===== src/rtl/ctrl_pkg.sv =====
// Shared definitions for the control-word pipeline.
// Holds the control-word layout, ARM condition codes, data-processing
// opcodes and the condition evaluation function.
package ctrl_pkg;

  // Width of one packed control word
  localparam int CW_W = 14;

  // Bit positions inside a control word
  localparam int CW_VALID  = 0;
  localparam int CW_B      = 1;
  localparam int CW_BL     = 2;
  localparam int CW_MEM    = 3;
  localparam int CW_RW     = 4;
  localparam int CW_SIZE   = 5;
  localparam int CW_RF     = 6;
  localparam int CW_LOAD   = 7;
  localparam int CW_S      = 8;
  localparam int CW_AM     = 9;
  localparam int CW_OP_LO  = 10;
  localparam int CW_OP_HI  = 13;

  // Field view of a control word, MSB first (matches the bit positions above)
  typedef struct packed {
    logic [3:0] opcode;
    logic       am;
    logic       s_enable;
    logic       load_instr;
    logic       rf_enable;
    logic       size_enable;
    logic       rw_enable;
    logic       mem_enable;
    logic       bl_instr;
    logic       b_instr;
    logic       valid;
  } ctrl_word_t;

  // ARM condition field encodings
  typedef enum logic [3:0] {
    COND_EQ = 4'h0,
    COND_NE = 4'h1,
    COND_CS = 4'h2,
    COND_CC = 4'h3,
    COND_MI = 4'h4,
    COND_PL = 4'h5,
    COND_VS = 4'h6,
    COND_VC = 4'h7,
    COND_HI = 4'h8,
    COND_LS = 4'h9,
    COND_GE = 4'hA,
    COND_LT = 4'hB,
    COND_GT = 4'hC,
    COND_LE = 4'hD,
    COND_AL = 4'hE,
    COND_NV = 4'hF
  } cond_e;

  // Data-processing opcodes the decoder cares about
  localparam logic [3:0] OP_AND = 4'b0000;
  localparam logic [3:0] OP_SUB = 4'b0010;
  localparam logic [3:0] OP_ADD = 4'b0100;
  localparam logic [3:0] OP_TST = 4'b1000;
  localparam logic [3:0] OP_TEQ = 4'b1001;
  localparam logic [3:0] OP_CMP = 4'b1010;
  localparam logic [3:0] OP_CMN = 4'b1011;

  // Evaluate an ARM condition field against {N,Z,C,V}; 1111 never passes
  function automatic logic cond_pass(input logic [3:0] cond, input logic [3:0] nzcv);
    logic n, z, c, v, r;
    {n, z, c, v} = nzcv;
    case (cond)
      COND_EQ: r = z;
      COND_NE: r = ~z;
      COND_CS: r = c;
      COND_CC: r = ~c;
      COND_MI: r = n;
      COND_PL: r = ~n;
      COND_VS: r = v;
      COND_VC: r = ~v;
      COND_HI: r = c & ~z;
      COND_LS: r = ~c | z;
      COND_GE: r = (n == v);
      COND_LT: r = (n != v);
      COND_GT: r = ~z & (n == v);
      COND_LE: r = z | (n != v);
      COND_AL: r = 1'b1;
      default: r = 1'b0;
    endcase
    return r;
  endfunction

endpackage


===== src/rtl/ctrl_decode.sv =====
// Combinational decode of the ID-stage instruction into a control word,
// followed by qualification against the condition field and NZCV flags.
// A failing condition turns the instruction into an all-zero word; the
// undefined indication depends only on the encoding, not on the condition.
module ctrl_decode
  import ctrl_pkg::*;
#(
  parameter bit COND_EN = 1'b1
) (
  input  logic [31:0]     i_instr,
  input  logic [3:0]      i_flags,
  output logic [CW_W-1:0] o_word,
  output logic [CW_W-1:0] o_word_raw,
  output logic            o_undef
);

  ctrl_word_t w_dec;
  logic       w_undef;
  logic       w_pass;
  logic       w_is_dp;
  logic       w_is_ls;
  logic       w_is_br;

  // Multiply/extra load-store space (bit25=0, bit7=1, bit4=1) is not data processing
  assign w_is_dp = (i_instr[27:26] == 2'b00) &&
                   !(~i_instr[25] && i_instr[7] && i_instr[4]);
  assign w_is_ls = (i_instr[27:26] == 2'b01);
  assign w_is_br = (i_instr[27:25] == 3'b101);

  // Class decode; each decoded class yields a non-zero word with valid set
  always_comb begin
    w_dec   = '0;
    w_undef = 1'b0;
    if (i_instr == 32'h0) begin
      w_dec = '0;
    end else if (w_is_dp) begin
      w_dec.opcode    = i_instr[24:21];
      w_dec.am        = i_instr[25];
      w_dec.s_enable  = i_instr[20];
      w_dec.rf_enable = !(i_instr[24:21] inside {OP_TST, OP_TEQ, OP_CMP, OP_CMN});
      w_dec.valid     = 1'b1;
    end else if (w_is_ls) begin
      w_dec.load_instr  = i_instr[20];
      w_dec.rf_enable   = i_instr[20];
      w_dec.rw_enable   = ~i_instr[20];
      w_dec.size_enable = i_instr[22];
      w_dec.mem_enable  = 1'b1;
      w_dec.am          = i_instr[25];
      w_dec.opcode      = i_instr[23] ? OP_ADD : OP_SUB;
      w_dec.valid       = 1'b1;
    end else if (w_is_br) begin
      w_dec.bl_instr  = i_instr[24];
      w_dec.b_instr   = ~i_instr[24];
      w_dec.rf_enable = i_instr[24];
      w_dec.opcode    = OP_ADD;
      w_dec.valid     = 1'b1;
    end else begin
      w_undef = 1'b1;
    end
  end

  // With condition evaluation disabled every instruction behaves as AL
  assign w_pass = COND_EN ? cond_pass(i_instr[31:28], i_flags) : 1'b1;

  assign o_word     = w_pass ? w_dec : '0;
  assign o_word_raw = w_dec;
  assign o_undef    = w_undef;

endmodule


===== src/rtl/ctrl_pipe_unit.sv =====
// Control pipeline: decodes the ID instruction, qualifies it, and carries
// the resulting control word through NUM_STAGES registers (stage 0 = EX).
// NUM_STAGES is meant to be 1..5.
//
// Interface timing: there is no handshake. hold, stall, flush and cnt_clr
// are level-sensitive and sampled at the rising edge. Priority is
// reset > hold > (stall | flush) > normal; hold freezes every stage and
// the bubble counter, stall or flush inserts one zero word into stage 0.
module ctrl_pipe_unit
  import ctrl_pkg::*;
#(
  parameter int NUM_STAGES = 3,
  parameter bit COND_EN    = 1'b1,
  parameter int CNT_W      = 16
) (
  input  logic                       clk,
  input  logic                       reset_n,
  input  logic [31:0]                instr_id,
  input  logic [3:0]                 flags,
  input  logic                       hold,
  input  logic                       stall,
  input  logic                       flush,
  input  logic                       cnt_clr,
  output logic [NUM_STAGES*CW_W-1:0] stage_ctrl,
  output logic                       branch_taken,
  output logic                       undef_id,
  output logic [CNT_W-1:0]           bubble_cnt
);

  logic [CW_W-1:0]                  w_word;
  logic [CW_W-1:0]                  w_word_raw;
  logic                             w_undef;
  logic [CW_W-1:0]                  w_stage0_in;
  logic                             w_bubble;
  logic [NUM_STAGES:0][CW_W-1:0]    w_chain;
  logic [CNT_W-1:0]                 r_bubble_cnt;
  logic                             w_unused_raw;

  ctrl_decode #(
    .COND_EN (COND_EN)
  ) u_decode (
    .i_instr    (instr_id),
    .i_flags    (flags),
    .o_word     (w_word),
    .o_word_raw (w_word_raw),
    .o_undef    (w_undef)
  );

  // The unqualified word is only exported for debug probing
  assign w_unused_raw = ^w_word_raw;

  assign w_stage0_in = (stall || flush) ? '0 : w_word;
  assign w_bubble    = ~w_stage0_in[CW_VALID];
  assign w_chain[0]  = w_stage0_in;

  for (genvar k = 0; k < NUM_STAGES; k++) begin : g_stage
    logic [CW_W-1:0] r_q;

    // Stage register: advances from the previous stage unless held
    always_ff @(posedge clk or negedge reset_n) begin
      if (!reset_n) begin
        r_q <= '0;
      end else if (!hold) begin
        r_q <= w_chain[k];
      end
    end

    assign w_chain[k+1]              = r_q;
    assign stage_ctrl[k*CW_W +: CW_W] = r_q;
  end

  // Bubble counter: counts zero-valid loads into stage 0, saturating
  always_ff @(posedge clk or negedge reset_n) begin
    if (!reset_n) begin
      r_bubble_cnt <= '0;
    end else if (!hold) begin
      if (cnt_clr) begin
        r_bubble_cnt <= '0;
      end else if (w_bubble && (r_bubble_cnt != {CNT_W{1'b1}})) begin
        r_bubble_cnt <= r_bubble_cnt + 1'b1;
      end
    end
  end

  assign bubble_cnt = r_bubble_cnt;

  // A redirect is only reported when the branch will really enter EX
  assign branch_taken = reset_n && (w_word[CW_B] || w_word[CW_BL]) &&
                        !stall && !flush && !hold;
  assign undef_id     = w_undef;

endmodule


===== config.mk =====
export PLATFORM = sky130hd
export DESIGN_NAME = ctrl_pipe_unit
export DESIGN_NICKNAME = d
export VERILOG_FILES = /design/src/rtl/ctrl_pkg.sv /design/src/rtl/ctrl_decode.sv /design/src/rtl/ctrl_pipe_unit.sv
export SDC_FILE = /design/constraint.sdc
export NUM_CORES = 1
export LEC_CHECK = 0
export ABC_CLOCK_PERIOD_IN_PS = 4400
export CAP_MARGIN = 20
export CORE_UTILIZATION = 49
export DETAILED_ROUTE_END_ITERATION = 7
export PLACE_DENSITY_LB_ADDON = 0.05
export SLEW_MARGIN = 20
export SYNTH_ARGS = -nofsm -noshare
export SYNTH_HDL_FRONTEND = slang
export SYNTH_HIERARCHICAL = 1
export SYNTH_SLANG_ARGS = --single-unit

===== constraint.sdc =====
create_clock -name clk -period 4.4 [get_ports clk]
set_clock_uncertainty 0.05 [all_clocks]
set_input_delay 0.88 -clock clk [delete_from_list [all_inputs] [get_ports clk]]
set_output_delay 0.88 -clock clk [all_outputs]
set_load 0.1 [all_outputs]

==> results.txt <==
----------------------------------------------------
[Timing]
  Worst max-slew margin expressed relative to the limit ... 32.77%
  Transition time at the pin with the least slew margin ... 1.005 ns
  Fmax ... 250.8 MHz
  Count of final hold-check violations ... 0
  Hold WS ... 0.4557 ns
  RSZ-0062 raised after global routing ... no
  Setup-violating endpoint count in the final report ... 0
  Minimum clock period after layout ... 3.987 ns
  Post-route clock period utilization ... 90.61%
  Accumulated negative setup slack ... 0 ns
  Worst setup slack after layout ... 0.4133 ns
  Final-report max-slew violation count ... 0

[Placement]
  Placement-stage cell area ... 4253 sq um
  Number of input and output port buffers inserted ... 101
  Global placement routability congestion ... 0.8273
  Setup slack after placement ... 0.3895 ns
  Detailed Place HPWL ... 5.490 mm
  Cells after DPL ... 464

[Detailed routing]
  Total via count in the routed design ... 2767
  Detailed Route Iter0 Violations ... 75
  Count of unresolved DRC violations after routing ... 0
  Number of routed nets with antenna violations ... 0
  Vias per cell ... 5.789
  Wire length per cell after detailed routing ... 16.04 microns
  Router iterations before antenna repair ... 4
  Sum of routed wire length over all layers ... 7.669 mm

[Pwr]
  Clock share of power ... 27.5%
  Post-route total power ... 1.495 mW
  Leak Pwr ... 1.900 nW
  IR Drop Worst-Case VDD ... 0.3904 mV
  Switching part of the total power ... 38.82%
  Combinational power share ... 31.7%
  Cell-internal power ... 0.9146 mW
  Net switching power figure ... 0.5804 mW
  Share of power burned in registers ... 40.7%
  Pwr per Cell Area ... 338.9 nW/um^2

[Clock network]
  Clock tree from TritonCTS ... done
  Number of levels the H-tree was split into ... 3
  Number of buffers on the longest clock path ... 2
  Register clock-pin slew on the reported worst setup and hold paths ... 0.06 ns
  Clock Latency Late Sink ... 0.33 ns
  Buffers inserted by post-CTS timing repair ... 0
  Hold Buf Count CTS ... 0
  Cell at the root of the clock tree ... clkbuf_8
  Total clock buffers created by CTS ... 9
  Quantity of gates resized following cts ... 0
  Clock net sink count ... 58

[Finish]
  # nets final ... 441
  Cell area after layout ... 4412 sq um
  Layout cell share with drive strength beyond 1 ... 21.45%
  Number of standard cells in the final layout excluding fillers ... 478
  Diodes inserted ... 0
  Layout area overhead ... 37.79%
  Final Core Density ... 69.88%

[Worst setup path]
  Critical path fanouts, max ... 11
  Startpoint-to-endpoint class of the critical path ... in -> out
  Endpoint arrival time on the critical path ... 3.06 ns
  Startpoint Class ... input pin
  Worst setup EP type ... primary output
  Req. time, crit path ... 3.47 ns

[Global route]
  Global-route total usage across every layer ... 23.39%
  First-pass GRT wire length ... 12.97 mm
  Pin count of the biggest net entering global routing ... 60
  Number of antenna violations at the first check in global routing ... 0
  GRT Residual Overflow ... 0
  Vias in the first global route ... 2695

[Floorplanning]
  Die X ... 82.84 microns
  # rows ... 29
  Initial core utilization ... 50.71%
  Core region area ... 6314 sq um
  Die Ht ... 82.84 microns
  Number of I/O pins ... 102
  Die area ... 6862 sq um

[Yosys]
  Total nets after synthesis ... 341
  Synthesized area per cell ... 10.74 sq um
  Netlist Area Pre-Place ... 3202 sq um
  Yosys warning total ... 6
  Gate Count Post-Synth ... 298

[Flow run]
  Number of max-capacitance violations reported ... 0

[Hold path]
  Hold crit path type ... reg -> reg

[Run status]
  Status ... complete, no violations

----------------------------------------------------
layer usage:
layer,track usage (%),wire (microns)
met3,6.561,419
met4,6.270,99
met5,0,0
met1,30.65,3389
met2,38.15,3761
critical path: stages:
cell and delay (ns):
clkdlybuf4s50_1 0.70, xnor2_1 0.13, o221a_2 0.28, o32ai_2 0.32, a31oi_4 0.07, nor3_1 0.26
o211a_1 0.23, buf_12 0.18
power by group through the flow:
stage	registers, mW	clock network [mW]	logic, mW
after floorplan	0.829	0	0.115
after global placement	0.615	0	0.469
after detailed placement	0.617	0	0.476
after CTS	0.607	0.421	0.476
after global routing	0.614	0.446	0.496
final	0.609	0.411	0.475
state kept, by name, summed over array words and instances, names as in the netlist:
name,cells
g_stage.r_q,42
bubble_cnt,16
worst paths after layout:
kind                                         start  cells after the start  slack, ns                 end
worst max-delay path                  instr_id[28]                      8       0.41        branch_taken
worst min-delay path            g_stage[2].r_q[11]                      1       0.46  g_stage[2].r_q[11]
worst max register to register       bubble_cnt[0]                      6       2.41      bubble_cnt[10]
worst min register to register  g_stage[2].r_q[11]                      1       0.46  g_stage[2].r_q[11]
max in group asynchronous                  reset_n                      2       3.12  g_stage[2].r_q[11]
min in group asynchronous                  reset_n                      2       0.71   g_stage[2].r_q[0]
layout by cell type (no fill, tap or decap), types with 2 or more instances in the layout:
cell / count
and4_1: 3
nor3_2: 5
o311ai_0: 6
nand3_1: 10
clkinv_2: 2
dfrtp_1: 58
xnor2_1: 2
a311o_1: 3
clkdlybuf4s50_1: 97
a211o_1: 3
nand2_1: 29
nor3b_1: 2
and4_4: 3
nand4_1: 6
and2_1: 4
clkbuf_8: 10
nor2_1: 11
mux2_2: 29
and3_1: 4
buf_2: 2
buf_4: 6
o21ai_0: 6
nor2_2: 6
or2_2: 7
a21oi_1: 2
o311ai_1: 2
nor2b_1: 7
nor3_1: 7
a221o_1: 2
nor4_1: 9
o211ai_1: 2
inv_1: 8
a22o_1: 13
layout make-up:
class                   instances  area (sq um)
fillers                       508          1902
multi-input cells             215          1629
flip-flops and latches         58          1451
repair buffers                106          1046
clock buffers                  11         141.4
well taps                      77         96.34
inverters                       8         30.03
clock inverters                 3         17.52
Note: power is estimated with default switching activity, not from simulation.
